### config.mk
export PLATFORM = sky130hd
export DESIGN_NAME = disp_scan_flat
export DESIGN_NICKNAME = d
export VERILOG_FILES = /design/src/rtl/disp_pkg.sv /design/src/rtl/disp_if.sv /design/src/rtl/disp_slot_timer.sv /design/src/rtl/disp_scan.sv /design/src/flat_wrapper.sv
export SDC_FILE = /design/constraint.sdc
export NUM_CORES = 1
export LEC_CHECK = 0
export BUFFER_PORTS_ARGS = -buffer_cell sky130_fd_sc_hd__buf_2
export CAP_MARGIN = 20
export CORE_MARGIN = 2
export CORE_UTILIZATION = 60
export DETAILED_ROUTE_END_ITERATION = 6
export HOLD_SLACK_MARGIN = 0.12
export PLACE_DENSITY_LB_ADDON = 0.08
export SYNTH_ARGS = -nofsm -noshare
export SYNTH_HDL_FRONTEND = slang
export SYNTH_SLANG_ARGS = --single-unit
### constraint.sdc
create_clock -name clk -period 4.1 [get_ports clk]
set_input_delay 0.82 -clock clk [delete_from_list [all_inputs] [get_ports clk]]
set_output_delay 0.82 -clock clk [all_outputs]
set_load 0.02 [all_outputs]
### src/rtl/disp_pkg.sv
// Shared types and helpers for the 4-digit hex display scanner.
package disp_pkg;

  localparam int DIGITS = 4;
  localparam logic [3:0] AN_OFF = 4'b1111;

  typedef logic [1:0] dig_idx_t;

  // Digit 0 is never zero-blanked so a zero value still shows "0".
  function automatic logic [DIGITS-1:0] vis_f(
    input logic [15:0] v,
    input logic [3:0]  en,
    input logic        lz
  );
    vis_f[0] = en[0];
    vis_f[1] = en[1] & ~(lz & (v[15:4] == '0));
    vis_f[2] = en[2] & ~(lz & (v[15:8] == '0));
    vis_f[3] = en[3] & ~(lz & (v[15:12] == '0));
  endfunction

endpackage

### src/rtl/disp_if.sv
// Display bus toward the hex-to-7-segment decoder and the digit anodes.
interface disp_if;
  logic [3:0] hex;
  logic       point;
  logic       le;
  logic [3:0] an;

  modport master (output hex, output point, output le, output an);
  modport slave  (input hex, input point, input le, input an);
endinterface

### src/rtl/disp_slot_timer.sv
// Slot timer: per-slot cycle counter and digit index, with
// look-ahead outputs so the caller can register aligned outputs.
module disp_slot_timer
  import disp_pkg::*;
#(
  parameter int TICK_CYCLES  = 100000,
  parameter int GUARD_CYCLES = 1024
) (
  input  logic     clk,
  input  logic     rst,
  output logic     frame_start_o,
  output dig_idx_t dig_nxt_o,
  output logic     guard_nxt_o
);

  localparam int CW = $clog2(TICK_CYCLES);
  localparam logic [CW-1:0] LAST = CW'(TICK_CYCLES - 1);
  localparam logic [CW-1:0] GLIM = CW'(GUARD_CYCLES);

  logic [CW-1:0] cnt_q, cnt_d;
  dig_idx_t      dig_q, dig_d;
  logic          wrap;

  always_comb begin
    wrap  = (cnt_q == LAST);
    cnt_d = wrap ? '0 : cnt_q + CW'(1);
    dig_d = wrap ? dig_q + 2'd1 : dig_q;
    if (rst) begin
      cnt_d = '0;
      dig_d = '0;
    end
  end

  always_ff @(posedge clk) begin
    cnt_q <= cnt_d;
    dig_q <= dig_d;
  end

  assign frame_start_o = (cnt_q == '0) && (dig_q == '0);
  assign dig_nxt_o     = dig_d;
  assign guard_nxt_o   = (cnt_d < GLIM);

endmodule

### src/rtl/disp_scan.sv
// Time-multiplexed 4-digit hex display scanner with guard interval,
// per-digit enables and leading-zero blanking.
module disp_scan
  import disp_pkg::*;
#(
  parameter int TICK_CYCLES  = 100000,
  parameter int GUARD_CYCLES = 1024
) (
  input  logic        clk,
  input  logic        rst,
  input  logic [15:0] value,
  input  logic [3:0]  dp_in,
  input  logic [3:0]  en_mask,
  input  logic        lzb,
  disp_if.master      bus
);

  logic        frame_start;
  dig_idx_t    dig_nxt;
  logic        guard_nxt;

  logic [15:0] value_q, value_d;
  logic [3:0]  dp_q, dp_d;
  logic [3:0]  en_q, en_d;
  logic        lzb_q, lzb_d;

  logic [3:0]  hex_q, hex_d;
  logic        point_q, point_d;
  logic        le_q, le_d;
  logic [3:0]  an_q, an_d;

  logic [DIGITS-1:0] vis;
  logic              show;

  disp_slot_timer #(
    .TICK_CYCLES  (TICK_CYCLES),
    .GUARD_CYCLES (GUARD_CYCLES)
  ) u_timer (
    .clk           (clk),
    .rst           (rst),
    .frame_start_o (frame_start),
    .dig_nxt_o     (dig_nxt),
    .guard_nxt_o   (guard_nxt)
  );

  // Outputs are computed from next-state so they line up with cnt/dig.
  always_comb begin
    value_d = frame_start ? value   : value_q;
    dp_d    = frame_start ? dp_in   : dp_q;
    en_d    = frame_start ? en_mask : en_q;
    lzb_d   = frame_start ? lzb     : lzb_q;
    vis     = vis_f(value_d, en_d, lzb_d);
    show    = !guard_nxt && vis[dig_nxt];
    hex_d   = value_d[{dig_nxt, 2'b00} +: 4];
    point_d = show & dp_d[dig_nxt];
    le_d    = !show;
    an_d    = show ? ~(4'b0001 << dig_nxt) : AN_OFF;
  end

  always_ff @(posedge clk) begin
    if (rst) begin
      value_q <= '0;
      dp_q    <= '0;
      en_q    <= '0;
      lzb_q   <= 1'b0;
      hex_q   <= '0;
      point_q <= 1'b0;
      le_q    <= 1'b1;
      an_q    <= AN_OFF;
    end else begin
      value_q <= value_d;
      dp_q    <= dp_d;
      en_q    <= en_d;
      lzb_q   <= lzb_d;
      hex_q   <= hex_d;
      point_q <= point_d;
      le_q    <= le_d;
      an_q    <= an_d;
    end
  end

  assign bus.hex   = hex_q;
  assign bus.point = point_q;
  assign bus.le    = le_q;
  assign bus.an    = an_q;

endmodule

### src/flat_wrapper.sv
// flat-port wrapper written by rule: the top's interface ports become plain ports
module disp_scan_flat import disp_pkg::*;
#(
  parameter int TICK_CYCLES  = 100000,
  parameter int GUARD_CYCLES = 1024
)
  (clk, rst, value, dp_in, en_mask, lzb, bus_hex, bus_point, bus_le, bus_an);
  disp_if bus_i ();
  input  logic clk;
  input  logic rst;
  input  logic [15:0] value;
  input  logic [3:0] dp_in;
  input  logic [3:0] en_mask;
  input  logic lzb;
  output wire logic [$bits(bus_i.hex)-1:0] bus_hex;
  output wire logic [$bits(bus_i.point)-1:0] bus_point;
  output wire logic [$bits(bus_i.le)-1:0] bus_le;
  output wire logic [$bits(bus_i.an)-1:0] bus_an;
  assign bus_hex = bus_i.hex;
  assign bus_point = bus_i.point;
  assign bus_le = bus_i.le;
  assign bus_an = bus_i.an;
  disp_scan #(.TICK_CYCLES(TICK_CYCLES), .GUARD_CYCLES(GUARD_CYCLES)) u_core (.clk(clk), .rst(rst), .value(value), .dp_in(dp_in), .en_mask(en_mask), .lzb(lzb), .bus(bus_i));
endmodule
==> impl_metrics.ini, run 1 <==
[clocking]
cts_buffers = 5
cts_hold_buf = 0
post-cts-setup-buffer-count = 0
clk_latency_ps = 310
path_clk_slew_ps = 90
root_buffer = clkbuf_8
ctsResizeCount = 0
cts_tree = built
cts_sinks = 54
htreeDepth = 2
cts.path.max_buffers = 2

[routing]
wl_per_cell_um = 14.4
post-route-drc-count = 0
drt-vias-per-instance = 5.66
drt_first_pass_iters = 4
wl_um = 5090
vias = 2003
drt-initial-drc-count = 127
ant_nets = 0

[logic_synthesis]
synth_top_area_share_pct = 43.2
post_synth.cell_area_avg_um2 = 9.10
syn_area_mm2 = 0.00250
synth_edf_count = 0
ys_top_cells_by_area = dfxtp_1, mux2i_1, nor2_1
ys_ff_latch = 54
yosysSeqAreaShare_pct = 43.2
ys.warnings.count = 0
syn_nets = 305
synthFlopType = dfxtp_1
syn-instance-count = 275
synthTopCellsByCount = dfxtp_1, nor2_1, mux2i_1
synthArstFlopShare_pct = 0
yosysMostFrequentCell = dfxtp_1
yosys.cell_types.count = 41
synth_top_area_cell = dfxtp_1

[cells_and_area]
design_area_mm2 = 0.00277
nFillCells = 326
final_nets = 334
area_delta_synth_final_pct = 10.8
layout-drive-gt1-share_pct = 17.8
final_util_pct = 69.3
diodes = 0

[sta]
drv_slew = 0
tns_ps = 0
slew_headroom_pct = 45.9
fmax_ghz = 0.338
layout_min_cycle_time_ps = 2960
hold_viol = 0
min_period_over_period_pct = 72.2
worst_pin_slew_ps = 806
finalSetupViolations = 0
finClkSkew_ps = 7.10
rsz0062_at_grt = false

[worst_hold_path]
min_path_cells = 2
hold_class = reg2reg

[setup_path]
crit_path_cell_trace = or4_4, nor4_4, mux2i_1, or2_2, inv_2, o211a_1, a211oi_4, nand3_1
cp-end-kind = flip-flop
worstPathMaxFanout = 8
cp-start-kind = flip-flop
crit_slowest_cell = or4_4
crit_required_ps = 4250
worstPathArrival_ps = 3110
crit_type = reg2reg
slowest_delay_ps = 580
r2r_cells = 8

[floorplanning]
fp.dieArea_mm2 = 0.00470
io_pins = 37
core_area_mm2 = 0.00400
start_util_pct = 62.6
rows = 23
die_y_um = 68.6
die_w_um = 68.6

[global_routing]
grt_first_pass_wirelength_um = 8290
first_global_vias = 1806
grt_max_degree = 40
gr-total-overflow = 0
grt_use_total_pct = 23.7
antenna_found_initial = 0

[placement]
dp_hpwl_um = 3690
placed_area_mm2 = 0.00269
gp_congestion = 0.767
io_buffers = 36

[status]
status = complete, no violations

[job]
drv_cap = 0

[power_and_ir_drop]
p_per_area_mw_per_mm2 = 360
ir_drop_v = 0.000233
p_leak_nw = 1.14
[state kept, by name, indices dropped and copies added (netlist names)]
| signal | count |
|---|---|
| u_core.bus.le | 1 |
| u_core.u_timer.cnt_q | 17 |
| u_core.value_q | 16 |
| u_core.dp_q | 4 |
| u_core.bus.point | 1 |
| u_core.u_timer.dig_q | 2 |
| u_core.lzb_q | 1 |
| u_core.bus.hex | 4 |
| u_core.bus.an | 4 |
| u_core.en_q | 4 |
[per-stage QoR]
step	cells	power (W)	setup WS, ps	hold slack (ps)
2_1_floorplan	275	0.000686	1410	426
3_5_place_dp	347	0.000730	1130	452
3_3_place_gp	347	0.000727	1240	435
5_1_grt	354	0.00105	880	483
4_1_cts	354	0.00101	1120	463
6_report	354	0.00100	1140	459
[cells in the final DEF (no fill, tap or decap), types with 4 or more instances in the layout]
master     n
xor2_1     6
mux2i_1   36
dfxtp_1   54
nor4_1     8
nor2_1    49
nand3_1   11
clkbuf_8   5
xnor2_1   12
buf_2     36
and4_1     5
nand4_1    7
o21ai_0    4
a21oi_1    8
inv_1      8
nand2_1   16
[final cells by class]
type	instances	area, um2	share of cell area [%]
clock inverters	1	7.51	0.271
multi-input cells	197	1330	47.9
flip-flops and latches	54	1080	39.0
repair buffers	37	188	6.77
clock buffers	6	72.6	2.62
well taps	50	62.6	2.26
inverters	9	33.8	1.22
[layer usage]
metal  share of wire [%]  GRT usage (%)  vias to the layer above
met5                   0              0                        -
met4                 1.3           7.50                        0
met2                  43           35.0                       51
met1                  51           33.9                      932
met3                 4.4           5.68                        7
li1                    -              -                     1013
[final timing paths]
check | start | end | slack, ps
worst min-delay path | u_core.en_q[1] | u_core.en_q[1] | 460
worst max-delay path | u_core.u_timer.cnt_q[11] | u_core.bus.an[3] | 1140
worst min register to register | u_core.en_q[1] | u_core.en_q[1] | 460
worst max register to register | u_core.u_timer.cnt_q[11] | u_core.bus.an[3] | 1140
[kinds of logic (layout without fill, tap and decap cells)]
| family | Yosys count | count (layout) | synth area share (%) |
|---|---|---|---|
| adders and majority gates | 3 | 3 | 1.50 |
| xor gates and xnor gates | 18 | 18 | 6.30 |
| muxes | 36 | 36 | 14.4 |
| DFF | 54 | 54 | 43.2 |
| buffers and inverters | 24 | 53 | 3.70 |
| AOI/OAI and AO/OA | 24 | 24 | 7.20 |
| and+or+nand+nor | 116 | 116 | 23.7 |
[power breakdown]
group          switching, W  internal [W]
combinational     0.0000858     0.0000633
sequential        0.0000139      0.000554
clock              0.000165      0.000117
[critical path, delay by kind of cell, from the launching register on]
family,cells,cell delay [ps]
AOI/OAI and AO/OA,2,410
buffers and inverters,1,70
DFF,1,380
muxes,1,550
and+or+nand+nor,4,1400
No activity file was read; power rests on OpenSTA's default activity.
==> run 2, diff against run 1 <==
--- a/config.mk
+++ b/config.mk
@@ -8,7 +8,7 @@
 export BUFFER_PORTS_ARGS = -buffer_cell sky130_fd_sc_hd__buf_2
 export CAP_MARGIN = 20
 export CORE_MARGIN = 2
-export CORE_UTILIZATION = 60
+export CORE_UTILIZATION = 51
 export DETAILED_ROUTE_END_ITERATION = 6
 export HOLD_SLACK_MARGIN = 0.12
 export PLACE_DENSITY_LB_ADDON = 0.08
==> constraint.sdc (replaced) <==
create_clock -name clk -period 2.41 [get_ports clk]
set_input_delay 0.482 -clock clk [delete_from_list [all_inputs] [get_ports clk]]
set_output_delay 0.482 -clock clk [all_outputs]
set_load 0.02 [all_outputs]
==> impl_metrics.ini, run 2 (synthesis gave the netlist of run 1 again) <==
[status]
status = complete, but fails checks
violations = negative setup slack

[clocking]
cts_buffers = 5
clk_latency_ps = 320
cts_hold_buf = 0
root_buffer = clkbuf_8
cts_sinks = 54
path_clk_slew_ps = 100
htreeDepth = 2
cts_tree = built
cts.path.max_buffers = 2

[floorplanning]
die_y_um = 74.0
die_w_um = 74.0
rows = 25
io_pins = 37
core_area_mm2 = 0.00472
start_util_pct = 53.0
fp.dieArea_mm2 = 0.00548

[global_routing]
antenna_found_initial = 0
gr-total-overflow = 0
grt_first_pass_wirelength_um = 8750
first_global_vias = 1894
grt_use_total_pct = 20.7
grt_max_degree = 27

[power_and_ir_drop]
finalPower_w = 0.00186
net-switching-power_w = 0.000482
sw_frac_of_total_pct = 25.9
p_per_area_mw_per_mm2 = 581
p_leak_nw = 1.39
clkPwrFrac_pct = 33.0
ir_drop_v = 0.000344
combPwrFrac_pct = 15.2
p_seq_share_pct = 51.7
internal_power_w = 0.00138

[setup_path]
worstPathArrival_ps = 2690
worstPathMaxFanout = 5
r2r_cells = 9
crit_required_ps = 2670
cp-end-kind = flip-flop
cp-start-kind = flip-flop
crit_type = reg2reg

[sta]
whs_ps = 415
finalSetupViolations = 3
fin_ws_ps = -28.5
hold_viol = 0
rsz0062_at_grt = true
fmax_ghz = 0.410
worst_pin_slew_ps = 424
slew_headroom_pct = 70.9
min_period_over_period_pct = 101
drv_slew = 0
tns_ps = -32.9
layout_min_cycle_time_ps = 2440
finClkSkew_ps = 9.08

[cells_and_area]
area_delta_synth_final_pct = 28.3
largest_reg_flops = 17
multi_input_area_mm2 = 0.00137
regArea_mm2 = 0.00108
final_nets = 376
final_common_cell = dfxtp_1
nFillCells = 405
diodes = 0
reg.largest.list = u_core.u_timer.cnt_q x17, u_core.value_q x16
fin_cells = 414
final_util_pct = 67.9
top_register = u_core.u_timer.cnt_q
layout-drive-gt1-share_pct = 30.8
final_cell_mix = dfxtp_1, nor2_1, buf_4

[job]
drv_cap = 0

[worst_hold_path]
hold_class = in2reg
min_path_cells = 3

[routing]
wl_um = 5570
wl_per_cell_um = 13.5
drt-initial-drc-count = 106
drt-vias-per-instance = 5.24
ant_nets = 0
vias = 2170
post-route-drc-count = 0
drt_first_pass_iters = 4

[placement]
dp.cells = 396
gp_congestion = 0.834
io_buffers = 36
dp_hpwl_um = 4040
## run 2: cell count changes in the layout (fill, tap and decap cells not counted), sizes merged
cell,before,now
clkinvlp,1,2
clkbuf,6,5
bufinv,0,1
buf,37,79
## run 2: critical path, stage by stage, from the launching register on
cell and delay [ps]:
dfxtp_2 330, or4b_4 540, nor4_4 280, buf_4 200
mux2i_2 240, or2_4 170, inv_2 30, o211a_1 130
a211oi_4 280, a21boi_2 190
## run 2: power groups by stage
stage               Combinational, W  Clock, W  Sequential (W)
CTS                         0.000284  0.000621        0.000964
detailed placement          0.000283         0        0.000985
floorplan                   0.000180         0        0.000989
global route                0.000314  0.000656        0.000970
global placement            0.000282         0        0.000983
finish                      0.000284  0.000616        0.000965
## run 2: what timing repair did
item                       CTS  global route
resized for setup            1             7
hold endpoints to repair     0             0
pin swaps                    2             6
setup endpoints to repair    5             8
setup buffers                3             7
## run 2: worst paths after layout
path	slack (ps)	end	start
worst min-delay path	410	u_core.value_q[3]	value[3]
worst max register to register	-30	u_core.bus.point	u_core.u_timer.cnt_q[6]
worst max-delay path	-30	u_core.bus.point	u_core.u_timer.cnt_q[6]
worst min register to register	460	u_core.en_q[3]	u_core.en_q[3]
## run 2: layer usage
layer / wire, um / GRT usage [%]
met4: 57 / 8.48
met1: 2890 / 31.6
met3: 252 / 2.85
met2: 2380 / 29.3
met5: 0 / 0
## run 2: layout make-up
class | count | area share [%]
well taps | 67 | 2.61
repair buffers | 79 | 16.3
inverters | 9 | 1.05
multi-input cells | 197 | 42.7
clock inverters | 3 | 1.40
flip-flops and latches | 54 | 33.8
clock buffers | 5 | 2.14
## run 2: metrics by stage
step	instance area, um2	worst slack, ps
floorplan	2530	-193
global placement	2990	-20.7
detailed placement	2990	-75.3
CTS	3130	-4.95
global route	3210	-148
finish	3210	-28.5
==> run 3, diff against run 2 <==
--- a/config.mk
+++ b/config.mk
@@ -11,7 +11,8 @@
 export CORE_UTILIZATION = 51
 export DETAILED_ROUTE_END_ITERATION = 6
 export HOLD_SLACK_MARGIN = 0.12
-export PLACE_DENSITY_LB_ADDON = 0.08
+export PLACE_DENSITY = 0.75
+export SLEW_MARGIN = 20
 export SYNTH_ARGS = -nofsm -noshare
 export SYNTH_HDL_FRONTEND = slang
 export SYNTH_SLANG_ARGS = --single-unit
==> impl_metrics.ini, run 3 (synthesis gave the netlist of run 1 again) <==
[floorplanning]
io_pins = 37
die_w_um = 74.0
core_area_mm2 = 0.00472
die_y_um = 74.0
start_util_pct = 53.0
rows = 25
fp.dieArea_mm2 = 0.00548

[sta]
hold_viol = 0
rsz0062_at_grt = true
finClkSkew_ps = 10.3
worst_pin_slew_ps = 450
layout_min_cycle_time_ps = 2400
tns_ps = 0
min_period_over_period_pct = 99.7
drv_slew = 0
fmax_ghz = 0.416
finalSetupViolations = 0
slew_headroom_pct = 69.1

[global_routing]
first_global_vias = 2018
grt_first_pass_wirelength_um = 9180
grt_max_degree = 27
grt_use_total_pct = 21.6
gr-total-overflow = 0
antenna_found_initial = 0

[setup_path]
crit_required_ps = 2660
crit_type = reg2reg
cp-end-kind = flip-flop
worstPathArrival_ps = 2660
rrSetupSlack_ps = 6
worstPathMaxFanout = 6
cp-start-kind = flip-flop

[clocking]
htreeDepth = 2
root_buffer = clkbuf_8
cts.path.max_buffers = 2
path_clk_slew_ps = 100
cts_tree = built
cts_sinks = 54
cts_hold_buf = 0
cts_buffers = 5
clk_latency_ps = 310

[placement]
io_buffers = 36
gp_congestion = 0.898
dp_hpwl_um = 4150

[cells_and_area]
largest_reg_flops = 17
final_common_cell = dfxtp_1
layout-drive-gt1-share_pct = 28.3
final_cell_mix = dfxtp_1, nor2_1, buf_2
area_delta_synth_final_pct = 24.2
diodes = 0
top_register = u_core.u_timer.cnt_q
nFillCells = 381
reg.largest.list = u_core.u_timer.cnt_q x17, u_core.value_q x16
final_nets = 368

[power_and_ir_drop]
p_per_area_mw_per_mm2 = 578
ir_drop_v = 0.000380
finalPower_w = 0.00180
p_leak_nw = 1.34

[routing]
ant_nets = 0
vias = 2147
drt-vias-per-instance = 5.29
post-route-drc-count = 0
drt-initial-drc-count = 171
drt_first_pass_iters = 4
wl_um = 5610
wl_per_cell_um = 13.8

[job]
drv_cap = 0

[worst_hold_path]
hold_class = in2reg

[status]
status = complete, no violations
-- run 3: area by class of cell --
type / instances / area (um2) / share of cell area (%)
Inverter: 9 / 33.8 / 1.09
Multi-Input combinational cell: 197 / 1350 / 43.5
Clock buffer: 6 / 82.6 / 2.66
Timing Repair Buffer: 71 / 455 / 14.7
Tap cell: 67 / 83.8 / 2.70
Clock inverter: 2 / 16.3 / 0.523
Sequential cell: 54 / 1080 / 34.9
-- run 3: per-stage QoR --
stage	hold WS (ps)	cells	area [um2]	utilization, %	setup slack [ps]
6_report	423	406	3110	65.8	6.07
2_1_floorplan	426	275	2530	-	-193
3_5_place_dp	461	393	2970	62.8	-1.12
5_1_grt	429	406	3110	65.8	-85.5
4_1_cts	420	404	3090	65.4	-1.53
3_3_place_gp	433	393	2970	62.8	12.4
-- run 3: what timing repair did --
action                     4_1_cts  5_1_grt
setup endpoints to repair        1        8
resized for setup                0        3
pin swaps                        2        5
buffers inserted                 3        2
-- run 3: final timing paths --
path / start / endpoint / cells after the start
setup / recovery: u_core.u_timer.cnt_q[5] / u_core.bus.point / 9
hold / removal: value[1] / u_core.value_q[1] / 3
setup reg to reg: u_core.u_timer.cnt_q[5] / u_core.bus.point / 9
hold reg to reg: u_core.en_q[3] / u_core.en_q[3] / 2
-- run 3: critical path, stage by stage (launching register included) --
cell,delay (ps)
dfxtp_2,330
or4b_4,540
nor4_4,240
buf_4,190
mux2i_2,230
or2_4,170
inv_2,40
o211a_1,120
a211oi_4,280
a21boi_2,200
-- run 3: routing by layer --
metal | up-vias | track usage [%] | share of wire, %
li1 | 1081 | - | -
met3 | 4 | 3.79 | 4.7
met2 | 59 | 35.3 | 45
met4 | 0 | 7.27 | 0.93
met1 | 1003 | 28.9 | 49
met5 | - | 0 | 0
-- run 3: report_power, final --
| group | switching [W] | leakage, nW | internal, W |
|---|---|---|---|
| Sequential | 0.0000233 | 0.443 | 0.000943 |
| Combinational | 0.000156 | 0.849 | 0.000130 |
| Clock | 0.000306 | 0.0478 | 0.000237 |
